$ cat src/rtl/data_mem_arbiter.sv
// Data RAM arbiter: round-robin between CPU and host loader ports,
// one access at a time, with an optional host-exclusive lock.
//
// Ports:
//   clk, rst         clock, asynchronous active-high reset
//   cpu_*            CPU request/grant/read-data port
//   host_*           host/UART loader port, same shape as cpu_*
//   host_lock        host exclusive ownership, blocks new CPU grants
//   ram_we/addr/     single-port synchronous RAM interface
//   wdata/rdata      (read data valid one cycle after the address)
//   conflict_clr     synchronous clear of conflict_cnt
//   conflict_cnt     saturating count of IDLE cycles with both requests
//   busy             high whenever an access is in flight
module data_mem_arbiter #(
    parameter int DATA_AW = 14,
    parameter int DW      = 24
) (
    input  logic               clk,
    input  logic               rst,

    input  logic               cpu_req,
    input  logic               cpu_we,
    input  logic [DATA_AW-1:0] cpu_addr,
    input  logic [DW-1:0]      cpu_wdata,
    output logic               cpu_gnt,
    output logic               cpu_rvalid,
    output logic [DW-1:0]      cpu_rdata,

    input  logic               host_req,
    input  logic               host_we,
    input  logic [DATA_AW-1:0] host_addr,
    input  logic [DW-1:0]      host_wdata,
    output logic               host_gnt,
    output logic               host_rvalid,
    output logic [DW-1:0]      host_rdata,

    input  logic               host_lock,

    output logic               ram_we,
    output logic [DATA_AW-1:0] ram_addr,
    output logic [DW-1:0]      ram_wdata,
    input  logic [DW-1:0]      ram_rdata,

    input  logic               conflict_clr,
    output logic [15:0]        conflict_cnt,
    output logic               busy
);

    typedef enum logic [2:0] {
        IDLE,
        ACC_CPU,
        ACC_HOST,
        RD_CPU,
        RD_HOST
    } state_t;

    state_t        state_q;
    state_t        state_d;
    logic          last_host_q;
    logic [DW-1:0] cpu_rdata_q;
    logic [DW-1:0] host_rdata_q;
    logic [15:0]   conflict_q;
    logic [15:0]   conflict_d;

    logic cpu_elig;
    logic both_elig;
    logic idle_conflict;

    assign cpu_elig      = cpu_req & ~host_lock;
    assign both_elig     = cpu_elig & host_req;
    assign idle_conflict = (state_q == IDLE) & cpu_req & host_req;

    always_ff @(posedge clk or posedge rst) begin
        if (rst) begin
            state_q      <= IDLE;
            last_host_q  <= 1'b1;
            cpu_rdata_q  <= '0;
            host_rdata_q <= '0;
            conflict_q   <= '0;
        end else begin
            state_q    <= state_d;
            // Written every cycle so the counter always tracks conflict_d.
            conflict_q <= conflict_d;
            if (state_q == ACC_CPU) begin
                last_host_q <= 1'b0;
            end
            if (state_q == ACC_HOST) begin
                last_host_q <= 1'b1;
            end
            if (state_q == RD_CPU) begin
                cpu_rdata_q <= ram_rdata;
            end
            if (state_q == RD_HOST) begin
                host_rdata_q <= ram_rdata;
            end
        end
    end

    // Arbitration terms are mutually exclusive; a locked host request
    // falls into the host-only term because the CPU is not eligible.
    always_comb begin
        state_d = state_q;
        unique case (state_q)
            IDLE: begin
                unique case (1'b1)
                    both_elig: begin
                        state_d = last_host_q ? ACC_CPU : ACC_HOST;
                    end
                    cpu_elig & ~host_req: begin
                        state_d = ACC_CPU;
                    end
                    host_req & ~cpu_elig: begin
                        state_d = ACC_HOST;
                    end
                    default: begin
                        state_d = IDLE;
                    end
                endcase
            end
            ACC_CPU: begin
                state_d = cpu_we ? IDLE : RD_CPU;
            end
            ACC_HOST: begin
                state_d = host_we ? IDLE : RD_HOST;
            end
            RD_CPU: begin
                state_d = IDLE;
            end
            RD_HOST: begin
                state_d = IDLE;
            end
            default: begin
                state_d = IDLE;
            end
        endcase
    end

    always_comb begin
        cpu_gnt     = 1'b0;
        host_gnt    = 1'b0;
        cpu_rvalid  = 1'b0;
        host_rvalid = 1'b0;
        ram_we      = 1'b0;
        ram_addr    = '0;
        ram_wdata   = '0;
        cpu_rdata   = cpu_rdata_q;
        host_rdata  = host_rdata_q;
        unique case (state_q)
            ACC_CPU: begin
                cpu_gnt   = 1'b1;
                ram_we    = cpu_we;
                ram_addr  = cpu_addr;
                ram_wdata = cpu_wdata;
            end
            ACC_HOST: begin
                host_gnt  = 1'b1;
                ram_we    = host_we;
                ram_addr  = host_addr;
                ram_wdata = host_wdata;
            end
            RD_CPU: begin
                cpu_rvalid = 1'b1;
                cpu_rdata  = ram_rdata;
            end
            RD_HOST: begin
                host_rvalid = 1'b1;
                host_rdata  = ram_rdata;
            end
            default: begin
            end
        endcase
    end

    always_comb begin
        conflict_d = conflict_q;
        if (conflict_clr) begin
            conflict_d = '0;
        end else if (idle_conflict && (conflict_q != 16'hFFFF)) begin
            conflict_d = conflict_q + 16'd1;
        end
    end

    assign conflict_cnt = conflict_q;
    assign busy         = (state_q != IDLE);

endmodule

$ cat config.mk
export PLATFORM = sky130hd
export DESIGN_NAME = data_mem_arbiter
export DESIGN_NICKNAME = d
export VERILOG_FILES = /design/src/rtl/data_mem_arbiter.sv
export SDC_FILE = /design/constraint.sdc
export NUM_CORES = 1
export LEC_CHECK = 0
export CAP_MARGIN = 20
export CORE_AREA = 2 2 99 101
export DETAILED_ROUTE_END_ITERATION = 7
export DIE_AREA = 0 0 101 103
export GPL_TIMING_DRIVEN = 0
export PLACE_DENSITY = 0.79
export SYNTH_ARGS = -nofsm -noshare
export SYNTH_HDL_FRONTEND = slang
export SYNTH_SLANG_ARGS = --single-unit
$ cat constraint.sdc
create_clock -name clk -period 2.9 [get_ports clk]
set_input_delay 0.87 -clock clk [delete_from_list [all_inputs] [get_ports clk]]
set_output_delay 0.87 -clock clk [all_outputs]
set_load 0.005 [all_outputs]
==> flow_metrics.tcl <==
set metrics [dict create \
    dp.final_hpwl_mm 8.59 \
    hold_violations 0 \
    ys_seq_area_share_pct 52.1 \
    cp-start-kind "input port" \
    routabilityCongestion 0.895 \
    numClockSinks 68 \
    initial_utilization_pct 34.5 \
    gr-usage-met3_pct 8.27 \
    ys_types 34 \
    drc_errors 0 \
    rsz0062_at_grt "true" \
    yosysWarnings 0 \
    met1_usage_pct 28.3 \
    netlist_top_cells_count "nand2_1, dfrtp_1, a22o_1, mux2_2, clkbuf_1" \
    ant_nets 0 \
    crit_type "input port to output port" \
    synth_ff_type "dfrtp_1" \
    fillCellCount 789 \
    crit_path_end_kind "output port" \
    power_leakage_nw 2.94 \
    layout-drive-gt1-share_pct 16.1 \
    area_growth_pct 85.0 \
    ys_ff_latch 68 \
    synth_enable_flop_cells 0 \
    num_rows 36 \
    relSlewSlack_pct 37.8 \
    postSynthAreaPerCell_um2 10.2 \
    switching_share_pct 33.0 \
    worstHoldPathType "register to register" \
    timing.fmax_mhz 350 \
    htree_levels 3 \
    placed_area_um2 5550 \
    p_int_mw 3.21 \
    ir_drop_v 0.000331 \
    via_count 3435 \
    dr.pass1.iters 5 \
    cts_tree "yes" \
    pin_count 216 \
    timing.max_cap.violations 0 \
    io_buffers 214 \
    cts-root-buf "clkbuf_8" \
    yosysTopAreaCellShare_pct 51.3 \
    finalSetupTns_ns 0 \
    p_per_area_nw_per_um2 793 \
    antenna_found_initial 0 \
    clockBufferDepth 2 \
    syn_area_um2 3270 \
    finClkSkew_ns 0.00966 \
    dr.first_iter.drc_count 80 \
    power_frac_comb_pct 55.9 \
    die_area_um2 10400 \
    status "finished clean" \
    p_sw_mw 1.58 \
    ys_async_sr_fraction_pct 100 \
    track_usage_pct 21.7 \
    arrival_ns 1.99 \
    grt_max_degree 69 \
    grt_overflow 0 \
    n_antenna_cell 0 \
    slew_violations 0 \
    grt_pass1_vias 3400 \
    min_period_over_period_pct 98.5 \
    clk_pin_slew_ns 0.08 \
    die_h_um 103 \
    die_w_um 101 \
    setup_viol 0 \
    holdWs_ns 0.471 \
    grt_util_met2_pct 34.9 \
    via_per_inst 5.01 \
    synth.most_common_cell "nand2_1" \
    final_area_um2 6040 \
    tightest_slew_ns 0.925 \
    synth_nets 430 \
    clkPwrFrac_pct 14.4 \
    synth_top_area_cell "dfrtp_1" \
    grt_pass1_wl_mm 17.4 \
    crit_required_ns 2.03 \
    wl_per_cell_um 16.9 \
    grt-busiest-layer "met2" \
    min_period_ns 2.86 \
    sequentialPowerShare_pct 29.7 \
    synthTopCellsByArea "dfrtp_1, a22o_1, mux2_2" \
    synthCells 321 \
    ctsHoldBuffers 0 \
    numCtsBuffers 9 \
    final_nets 675 \
    crit_fanout 2 \
    wl_mm 11.6 \
    fp.coreArea_um2 9460 \
    clk-insertion-delay-late_ns 0.33 \
]
[cells by family (layout without fill, tap and decap cells)]
family,Yosys count,count (layout),share of synthesized area (%)
AND/OR/NAND/NOR,126,126,18.6
adder cells (fa/ha/maj),1,1,0.383
buffers and inverters,30,280,3.75
flip-flops,68,68,52.1
multiplexers,26,26,8.96
AO/OA/AOI/OAI,70,70,16.2
[worst max-delay path, stage by stage]
cell and delay [ns]:
clkdlybuf4s50_1 0.48, nand2_1 0.05, nand2_1 0.07, clkdlybuf4s50_1 0.52
[sequential cells by signal, summed over array words and instances, names as in the netlist]
register      flops
cpu_rdata_q      24
conflict_cnt     16
state_q           3
host_rdata_q     24
last_host_q       1
[stage by stage]
step | cells | setup WS, ns | total power, mW | util, %
finish | 685 | 0.0432 | 4.79 | 63.9
global placement | 649 | -0.846 | 4.12 | 58.7
floorplan | 321 | 0.180 | 2.47 | -
CTS | 681 | -0.128 | 4.87 | 62.9
detailed placement | 649 | -0.736 | 4.18 | 58.7
global route | 685 | -0.00129 | 5.15 | 63.9
[path summary, 6_finish.rpt]
kind | end | cells past startpoint | slack, ns | start
min | cpu_rdata_q[5] | 2 | 0.47 | cpu_rdata_q[5]
max reg2reg | conflict_cnt[14] | 8 | 0.38 | state_q[2]
min in group asynchronous | host_rdata_q[20] | 2 | 1.05 | rst
min reg2reg | cpu_rdata_q[5] | 2 | 0.47 | cpu_rdata_q[5]
max | cpu_rdata[3] | 4 | 0.04 | ram_rdata[3]
max in group asynchronous | state_q[1] | 2 | 1.26 | rst
[power groups by stage]
stage	registers, mW	logic, mW	clock network (mW)
2_1_floorplan	1.41	1.06	0
4_1_cts	1.42	2.72	0.717
6_report	1.42	2.68	0.688
5_1_grt	1.46	2.92	0.768
3_3_place_gp	1.42	2.69	0
3_5_place_dp	1.44	2.74	0
[cells in the final DEF (no fill, tap or decap), types with 8 or more instances in the layout]
cell,netlist,layout
clkdlybuf4s50_1,0,127
dlymetal6s2s_1,0,21
a21oi_1,13,13
dlygate4sd2_1,0,64
a22o_1,39,39
o31ai_1,9,9
buf_4,0,15
nand2_1,78,77
or4_1,9,9
clkbuf_8,0,18
mux2_2,26,26
nand3_1,8,8
dfrtp_1,67,65
[layout make-up]
class	instances	area, um2	area share (%)
repair buffers	234	2290	37.8
flip-flops and latches	68	1710	28.2
clock buffers	9	124	2.05
plain buffers	21	225	3.73
well taps	114	143	2.36
inverters	9	41.3	0.683
clock inverters	7	51.3	0.849
multi-input cells	223	1470	24.3
[routing by layer]
metal  vias up  share of wire [%]  routed length [um]
met2       150                 48                5610
met5         -                  0                   0
met3        10                8.4                 978
met1      1620                 42                4900
met4         0               0.97                 112
li1       1655                  -                   -
[repair_timing]
item / 4_1_cts / 5_1_grt
buffers inserted: 13 / 4
pin swaps: 2 / 1
resized for setup: 120 / 33
endpoints found under the setup margin: 91 / 27
gates cloned: 3 / 0
hold endpoints to repair: 0 / 0
(Power assumes the default switching activity.)
